## src/rtl/rq_share_arbiter.sv

```systemverilog
// Round-robin shared requantizer: NUM_REQ accumulator engines time-share one
// shift-and-saturate-to-int8 stage with a single registered output slot.
module rq_share_arbiter #(
   parameter int NUM_REQ = 4,
   parameter int SIZE    = 4,
   parameter int SHIFT_W = 5,
   parameter int ID_W    = 2
) (
   input  logic                        clock,
   input  logic                        reset,
   input  logic                        cfg_we,
   input  logic [ID_W-1:0]             cfg_id,
   input  logic [SHIFT_W-1:0]          cfg_shift,
   input  logic [NUM_REQ-1:0]          req_valid,
   input  logic [NUM_REQ*32*SIZE-1:0]  req_data,
   output logic [NUM_REQ-1:0]          req_ready,
   output logic                        out_valid,
   input  logic                        out_ready,
   output logic [8*SIZE-1:0]           out_data,
   output logic [ID_W-1:0]             out_id,
   output logic [15:0]                 sat_count
);

   logic [SHIFT_W-1:0] shift_q [NUM_REQ];
   logic [ID_W-1:0]    ptr_q;

   logic               accept;
   logic               grant_found;
   logic               xfer;
   logic [ID_W-1:0]    grant_idx;
   logic [ID_W-1:0]    ptr_next;
   logic [SHIFT_W-1:0] grant_shift;
   logic [32*SIZE-1:0] grant_vec;
   logic [8:0]         lane_rq [SIZE];
   logic [8*SIZE-1:0]  lane_res;
   logic [15:0]        clip_cnt;
   logic [16:0]        sat_sum;

   // Returns {clipped, int8 result} for one accumulator lane.
   function automatic logic [8:0] requant_lane(input logic [31:0] acc,
                                               input logic [SHIFT_W-1:0] sh);
      logic signed [31:0] s;
      logic [8:0]         r;
      s = $signed(acc) >>> sh;
      if (s > 32'sd127)
         r = {1'b1, 8'h7F};
      else if (s < -32'sd128)
         r = {1'b1, 8'h80};
      else
         r = {1'b0, s[7:0]};
      return r;
   endfunction

   assign accept = !out_valid || out_ready;

   // First valid requester at or after the pointer, wrapping modulo NUM_REQ.
   always_comb begin
      grant_found = 1'b0;
      grant_idx   = '0;
      for (int k = 0; k < NUM_REQ; k++) begin
         if (!grant_found && req_valid[(int'(ptr_q) + k) % NUM_REQ]) begin
            grant_found = 1'b1;
            grant_idx   = ID_W'((int'(ptr_q) + k) % NUM_REQ);
         end
      end
   end

   assign req_ready = (accept && grant_found) ? (NUM_REQ'(1) << grant_idx) : '0;
   assign xfer      = |(req_valid & req_ready);
   assign ptr_next  = (int'(grant_idx) == NUM_REQ - 1) ? '0 : grant_idx + ID_W'(1);

   assign grant_vec   = req_data[32*SIZE*int'(grant_idx) +: 32*SIZE];
   assign grant_shift = shift_q[grant_idx];

   for (genvar j = 0; j < SIZE; j++) begin : g_lane
      assign lane_rq[j] = requant_lane(grant_vec[32*j +: 32], grant_shift);
   end

   always_comb begin
      lane_res = '0;
      clip_cnt = '0;
      for (int j = 0; j < SIZE; j++) begin
         lane_res[8*j +: 8] = lane_rq[j][7:0];
         clip_cnt           = clip_cnt + 16'(lane_rq[j][8]);
      end
   end

   assign sat_sum = {1'b0, sat_count} + {1'b0, clip_cnt};

   // A same-cycle config write only lands in shift_q at this edge, so the
   // granted vector above always sees the previous shift value.
   always_ff @(posedge clock) begin
      if (!reset) begin
         out_valid <= 1'b0;
         out_data  <= '0;
         out_id    <= '0;
         sat_count <= '0;
         ptr_q     <= '0;
         for (int i = 0; i < NUM_REQ; i++)
            shift_q[i] <= '0;
      end else begin
         if (cfg_we && int'(cfg_id) < NUM_REQ)
            shift_q[cfg_id] <= cfg_shift;
         if (xfer) begin
            out_valid <= 1'b1;
            out_data  <= lane_res;
            out_id    <= grant_idx;
            ptr_q     <= ptr_next;
            sat_count <= sat_sum[16] ? 16'hFFFF : sat_sum[15:0];
         end else if (out_ready) begin
            out_valid <= 1'b0;
         end
      end
   end

endmodule

```

## config.mk

```make
export PLATFORM = sky130hd
export DESIGN_NAME = rq_share_arbiter
export DESIGN_NICKNAME = d
export VERILOG_FILES = /design/src/rtl/rq_share_arbiter.sv
export SDC_FILE = /design/constraint.sdc
export NUM_CORES = 1
export LEC_CHECK = 0
export ABC_AREA = 1
export CAP_MARGIN = 20
export CORE_ASPECT_RATIO = 1.25
export CORE_MARGIN = 8
export CORE_UTILIZATION = 30
export CTS_CLUSTER_SIZE = 20
export DETAILED_ROUTE_END_ITERATION = 8
export PLACE_DENSITY = 0.59
export SLEW_MARGIN = 20
export SYNTH_ARGS = -nofsm -noshare
export SYNTH_HDL_FRONTEND = slang
export SYNTH_SLANG_ARGS = --single-unit
export TNS_END_PERCENT = 1
```

## constraint.sdc

```tcl
create_clock -name clock -period 5.67 [get_ports clock]
set_clock_uncertainty 0.2 [all_clocks]
set_input_delay 0.8505 -clock clock [delete_from_list [all_inputs] [get_ports clock]]
set_output_delay 0.8505 -clock clock [all_outputs]
set_load 0.01 [all_outputs]
```

# Word-level counts from Yosys, hierarchy flattened
# Memories as Yosys holds them, arrays and structs flattened.
# Index checks and enable logic that the tools add are counted.
# totals
mem_count	1
out_inout_bits	55
latchBits	0
ramBits	20
mem_bits_ro	0
ff_bits	53
# classes
div	0
reduce_logical	15
n_addsub	8
mul	0
bitwise	4
n_eq_ne	1
mux	39
magnitude_cmp	12
shift	6
# memory_table
name	words	width	read_ports	rd_ports_with_merged_regs	wr	line_no	source
shift_q	4	5	1	0	4	24	logic [SHIFT_W-1:0] shift_q [NUM_REQ];
# ops
op	count
512-bit by 10-bit indexed part select with 128-bit output	1
32-bit by 8-bit greater-than comparator with 1-bit output, second input constant	4
32-bit by 8-bit < comparator with 1-bit output, second input constant	4
32-bit by 5-bit >>> shifter with 32-bit output	4
9-bit 2-to-1 mux	8
1-bit 2-to-1 mux	18
16-bit by 4-bit adder with 17-bit output	1
16-bit 2-to-1 mux	1
3-bit by 4-bit < comparator with 1-bit output, second input constant	3
2-bit 2-to-1 mux	6
1-bit binary-select mux with 2-bit select	4
2-bit OR reduction	3
5-bit 2-to-1 mux	1
5-bit OR reduction	1
2-bit by 1-bit adder with 2-bit output, second input constant	2
2-bit adder, second input constant	2
3-bit by 1-bit adder with 4-bit output	1
4-bit bitwise AND	1
1-bit logical AND	4
1-bit logical NOT	4
4-bit 2-to-1 mux	1
4-bit OR reduction	1
1-bit by 2-bit << shifter with 4-bit output, first input constant	1
2-bit by 1-bit adder with 3-bit output	1
other kinds (6)	8

# Longest topological paths before layout
# depth
depth_word	24
ltp_mapped	48

# Least setup slack after synthesis
# OpenSTA, ideal clock, no wires.
# synth_path
path_type	in2reg
from	input req_valid[3]
to	register sat_count[10]
t_arrival_ns	5.652
setup_time_ns	0.070
path_buffers	4
cell_stages	40
path_slack_ns	-0.252
required_time_ns	5.400
cell_sequence	inv_1 nand2_2 nand3_1 nand2_2 nor2_4 nand3_2 nand2_2 buf_4 nand3_1 nand3_1 nand2_2 buf_4 buf_2 nand2_1 nand3_1 nand3_1 nand3_1 nand2_1 [... 4 more ...] nand3_1 nand2_2 a21boi_1 fa_1 fa_1 inv_1 fa_1 nand2_1 nor2_1 inv_1 nor2_1 inv_1 nor2_1 inv_1 nor2_1 nand4_1 clkbuf_1 a21oi_1
# synth_via
elab_chain_cells	22
elab_cells_between_ends	57
classes_between	add/sub: 4; order compare: 8; shift: 6; mux: 29; bitwise: 1; reduce/logical: 8; memory: 1
# synth_rtl
element	line_no	source
start: declaration	14	input logic [NUM_REQ-1:0] req_valid,
1-bit binary-select mux with 2-bit select	61	if (!grant_found && req_valid[(int'(ptr_q) + k) % NUM_REQ]) begin
1-bit 2-to-1 mux (implied by the code)	61	
1-bit 2-to-1 mux	61	
1-bit logical NOT	61	
1-bit logical AND	61	
1-bit 2-to-1 mux	61	
1-bit logical NOT	61	
1-bit logical AND	61	
[... 6 more ...]	n/a	
32-bit by 8-bit < comparator with 1-bit output	47	else if (s < -32'sd128)
9-bit 2-to-1 mux	47	
9-bit 2-to-1 mux	45	if (s > 32'sd127)
1-bit by 1-bit adder with 2-bit output	84	clip_cnt = clip_cnt + 16'(lane_rq[j][8]);
2-bit by 1-bit adder with 3-bit output	84	
3-bit by 1-bit adder with 4-bit output	84	
16-bit by 4-bit adder with 17-bit output	88	assign sat_sum = {1'b0, sat_count} + {1'b0, clip_cnt};
16-bit 2-to-1 mux	109	sat_count <= sat_sum[16] ? 16'hFFFF : sat_sum[15:0];
end signal: assignment	109	
end: declaration	21	output logic [15:0] sat_count
# Parallel ways exist; a longest one is shown, timed or not. The select of a mux whose other input is x is not followed.
# A chain may end at the register's enable or synchronous reset.

# Worst setup path after layout
# layout_path
from	input req_valid[1]
to	register sat_count[14]
# Same word-level chain as after synthesis.

==> metrics.log <==
[metrics] unique cell type count in the Yosys netlist: 54
[metrics] maximum clock insertion buffer count: 2
[metrics] type of the worst setup path: input pin to register
[metrics] final hold vios: 0
[metrics] final estimated routing congestion in global placement: 0.996
[metrics] violated checks: setup timing
[metrics] number of nets in the final layout: ~4500
[metrics] Clock transition at path regs: approximately 0.06 ns
[metrics] startpoint kind of the worst setup timing path: input pin
[metrics] Post-Synthesis Mean Instance Area: between 4 and 5 sq um
[metrics] number of synthesized register bits: between 70 and 80
[metrics] sequential fraction of the synthesis area: 10.3%
[metrics] total number of clock tree sinks: 73
[metrics] flop-to-flop setup slack: -0.54 ns
[metrics] number of nets with antenna violations after routing: 0
[metrics] Mapped Area: 0.0162 sq mm
[metrics] Min-Delay Startpoint: out_data[23]
[metrics] Yosys warnings: 0
[metrics] number of antenna violations at the first check in global routing: 16
[metrics] Total GRT Usage: 30.5%
[metrics] number of cells traversed by the worst hold path: 2
[metrics] worst max-slew margin expressed relative to the limit: between 30% and 40%
[metrics] max-slew violation total from the final report: 0
[metrics] clock buffers created by TritonCTS: 9
[metrics] Worst R2R Path Depth: 42
[metrics] synthesized net count: 3858
[metrics] cell mode on critical path: sky130_fd_sc_hd__nand2_1
[metrics] Starting Density: between 30% and 40%
[metrics] count of maximum capacitance violations: 0
[metrics] Synth top cells by count: sky130_fd_sc_hd__nand2_1, sky130_fd_sc_hd__nand3_1, sky130_fd_sc_hd__nor2_1
[metrics] transition time of the tightest slew-check pin: slightly below 1 ns
[metrics] final design instance area without fill: about 0.026 sq mm
[metrics] global-route wire length before repair: 145000 microns
[metrics] number of instances in the synthesized netlist: roughly 3300
[metrics] number of vias after detailed routing: approximately 25000
[metrics] die span in x: roughly 220 microns
[metrics] run status: finished, violations left
[metrics] overall routed net length: around 100000 microns
[metrics] layout cells sized above 1: 12.8%
[metrics] most repeated cell in the gate-level netlist after synthesis: sky130_fd_sc_hd__nand2_1
[metrics] number of vias per cell after detailed routing: just over 5
[metrics] Worst EP required: 5.65 ns
[metrics] die height: approximately 280 microns
[metrics] clock tree from TritonCTS: built
[metrics] # DRC: 0
[metrics] Worst path slowest cell: sky130_fd_sc_hd__fa_1
[metrics] Synth area leader: sky130_fd_sc_hd__nand2_1
[metrics] final setup margin: -0.755 ns
[metrics] total gr overflow: 0
[metrics] post-route fraction of the period consumed by the critical path: 113%
[metrics] Cells after DPL: ~4700
[metrics] kind of capture point of the worst setup path: register
[metrics] Skew-Pair Late Insertion Delay: 0.35 ns
[metrics] die area: about 0.062 sq mm
[metrics] number of cells in the finished layout apart from fillers: approximately 4700
[metrics] number of global-route vias before repair: between 20000 and 25000
[metrics] Cell Rows: 95
[metrics] DPL Wire Length: about 81000 microns
[metrics] end of the worst register-to-register path: sat_count[14]
[metrics] largest cells by area after synthesis: sky130_fd_sc_hd__nand2_1, sky130_fd_sc_hd__nand3_1, sky130_fd_sc_hd__dfxtp_1
[metrics] Detailed Route Iter0 Violations: ~1800
[metrics] Max Freq: 156 MHz
[metrics] min-delay worst type: register to register
[metrics] largest net degree at the start of global routing: between 80 and 90
[metrics] Placement Cell Area: between 0.02 and 0.025 sq mm
[metrics] top_reg_cell synth: sky130_fd_sc_hd__dfxtp_1
[metrics] Fillers: ~6000
[metrics] Std-Cell Core Area: 0.0536 sq mm
[metrics] Root Buffer Master: sky130_fd_sc_hd__clkbuf_16
[metrics] share of synthesized registers carrying an async set or reset: 0%
[metrics] RR Startpoint: ptr_q[1]
[metrics] Clock H-tree levels: 3
[metrics] hold-critical path endpoint: out_data[23]
[metrics] final setup vio count: 16
[metrics] number of primary I/O pins: 582
[metrics] min Tclk post-route: about 6.4 ns
[metrics] wire length per cell after detailed routing: 20.7 microns
[metrics] Worst path max stage delay: around 0.45 ns
[metrics] unrepaired setup endpoints after global routing: yes
[metrics] top-area cell type share of the netlist area: a little over a third
[metrics] post-place setup slack: -1.50 ns
[metrics] number of flops mapped to enable cells by yosys: 20
[metrics] top fanout value on the critical path: 31
[metrics] input/output buffers: roughly 580
[metrics] critical path arrival: 6.41 ns
[metrics] synth-to-layout area growth: 58.7%
[metrics] number of detailed-route iterations in the first pass: 8
## through the flow
stage	setup TNS (ns)	hold slack, ns	util, %
global route	-16.04	0.287	47.9
global placement	-21.39	0.255	45.3
CTS	-8.55	0.276	47.2
finish	-9.51	0.270	47.9
floorplan	-0.00445	0.286	-
detailed placement	-21.47	0.257	45.3
## critical path, delay by kind of cell
| kind | cells | cell delay, ns |
|---|---|---|
| buffers and inverters | 9 | 1.08 |
| AOI/OAI and AO/OA | 1 | 0.08 |
| adders and majority gates | 3 | 1.00 |
| xor gates and xnor gates | 1 | 0.15 |
| and+or+nand+nor | 28 | 3.17 |
## sequential cells by signal (all words and copies together), names as in the netlist
register / flops
shift_q: 20
out_data: 32
sat_count: 16
out_valid: 1
ptr_q: 2
out_id: 2
## cells by family after synthesis
kind of cell    count (synthesis)  synth area share (%)
simple gates                 2609                  68.2
buf+inv                       388                  11.5
compound gates                234                  8.68
flops                          73                  10.3
fa+ha+maj                       8                 0.757
xor+xnor                        6                 0.325
mux                             5                 0.309
## placed cells by master (no fill, tap or decap), types with 12 or more instances in the layout
cell                              instances
sky130_fd_sc_hd__nand2_1               1485
sky130_fd_sc_hd__nand4_1                 13
sky130_fd_sc_hd__edfxtp_1                20
sky130_fd_sc_hd__clkdlybuf4s50_1        577
sky130_fd_sc_hd__o211ai_1                27
sky130_fd_sc_hd__a21oi_1                 53
sky130_fd_sc_hd__buf_12                  27
sky130_fd_sc_hd__o21ai_1                 24
sky130_fd_sc_hd__buf_4                  261
sky130_fd_sc_hd__nand3_2                 60
sky130_fd_sc_hd__inv_1                  131
sky130_fd_sc_hd__o21ai_0                 77
sky130_fd_sc_hd__diode_2                 13
sky130_fd_sc_hd__nand3_1                781
sky130_fd_sc_hd__buf_6                   20
sky130_fd_sc_hd__nor2_1                 163
sky130_fd_sc_hd__nand2_2                 46
sky130_fd_sc_hd__nor2_2                  12
sky130_fd_sc_hd__dfxtp_1                 53
## layout make-up
class                   instances  area, sq um  share of cell area [%]
multi-input cells            2864        13300                    51.7
repair buffers                903         8880                    34.6
flip-flops and latches         73         1660                    6.47
well taps                     727          910                    3.54
inverters                     146          571                    2.22
clock buffers                  11          254                   0.989
clock inverters                 5         86.3                   0.336
diodes                         13         32.5                   0.127
repair inverters                1         8.76                  0.0341
## worst max path at each step
stage                            start       endpoint  slack, ns  depth (start not counted)
final                     req_valid[1]  sat_count[14]      -0.75                         42
after global routing      req_valid[1]  sat_count[14]      -1.18                         46
after CTS                 req_valid[0]  sat_count[15]      -0.64                         43
after detailed placement  req_valid[1]  sat_count[15]      -1.50                         41
after global placement    req_valid[1]  sat_count[15]      -1.47                         41
after floorplan           req_valid[1]  sat_count[10]     -0.004                         43
## routing by layer
layer | vias to the layer above | track usage [%] | share of wire (%)
met1 | 11200 | 33.5 | 38
li1 | 12200 | - | -
met2 | 866 | 56.8 | 51
met4 | 10 | 12.5 | 4.4
met3 | 202 | 5.79 | 6.7
met5 | - | 0 | 0.071
## repair_timing
item                                   4_1_cts  5_1_grt
buffers inserted                            20        1
endpoints found under the hold margin        0        0
pin swaps                                   34       22
gates resized for setup                    108       76
setup endpoints to repair                   16       16
cloned                                       7        1
hold buffers                                 0        0
Power is not shown: default switching activity piles up to over one toggle a cycle in this logic, so the estimate is an artifact.
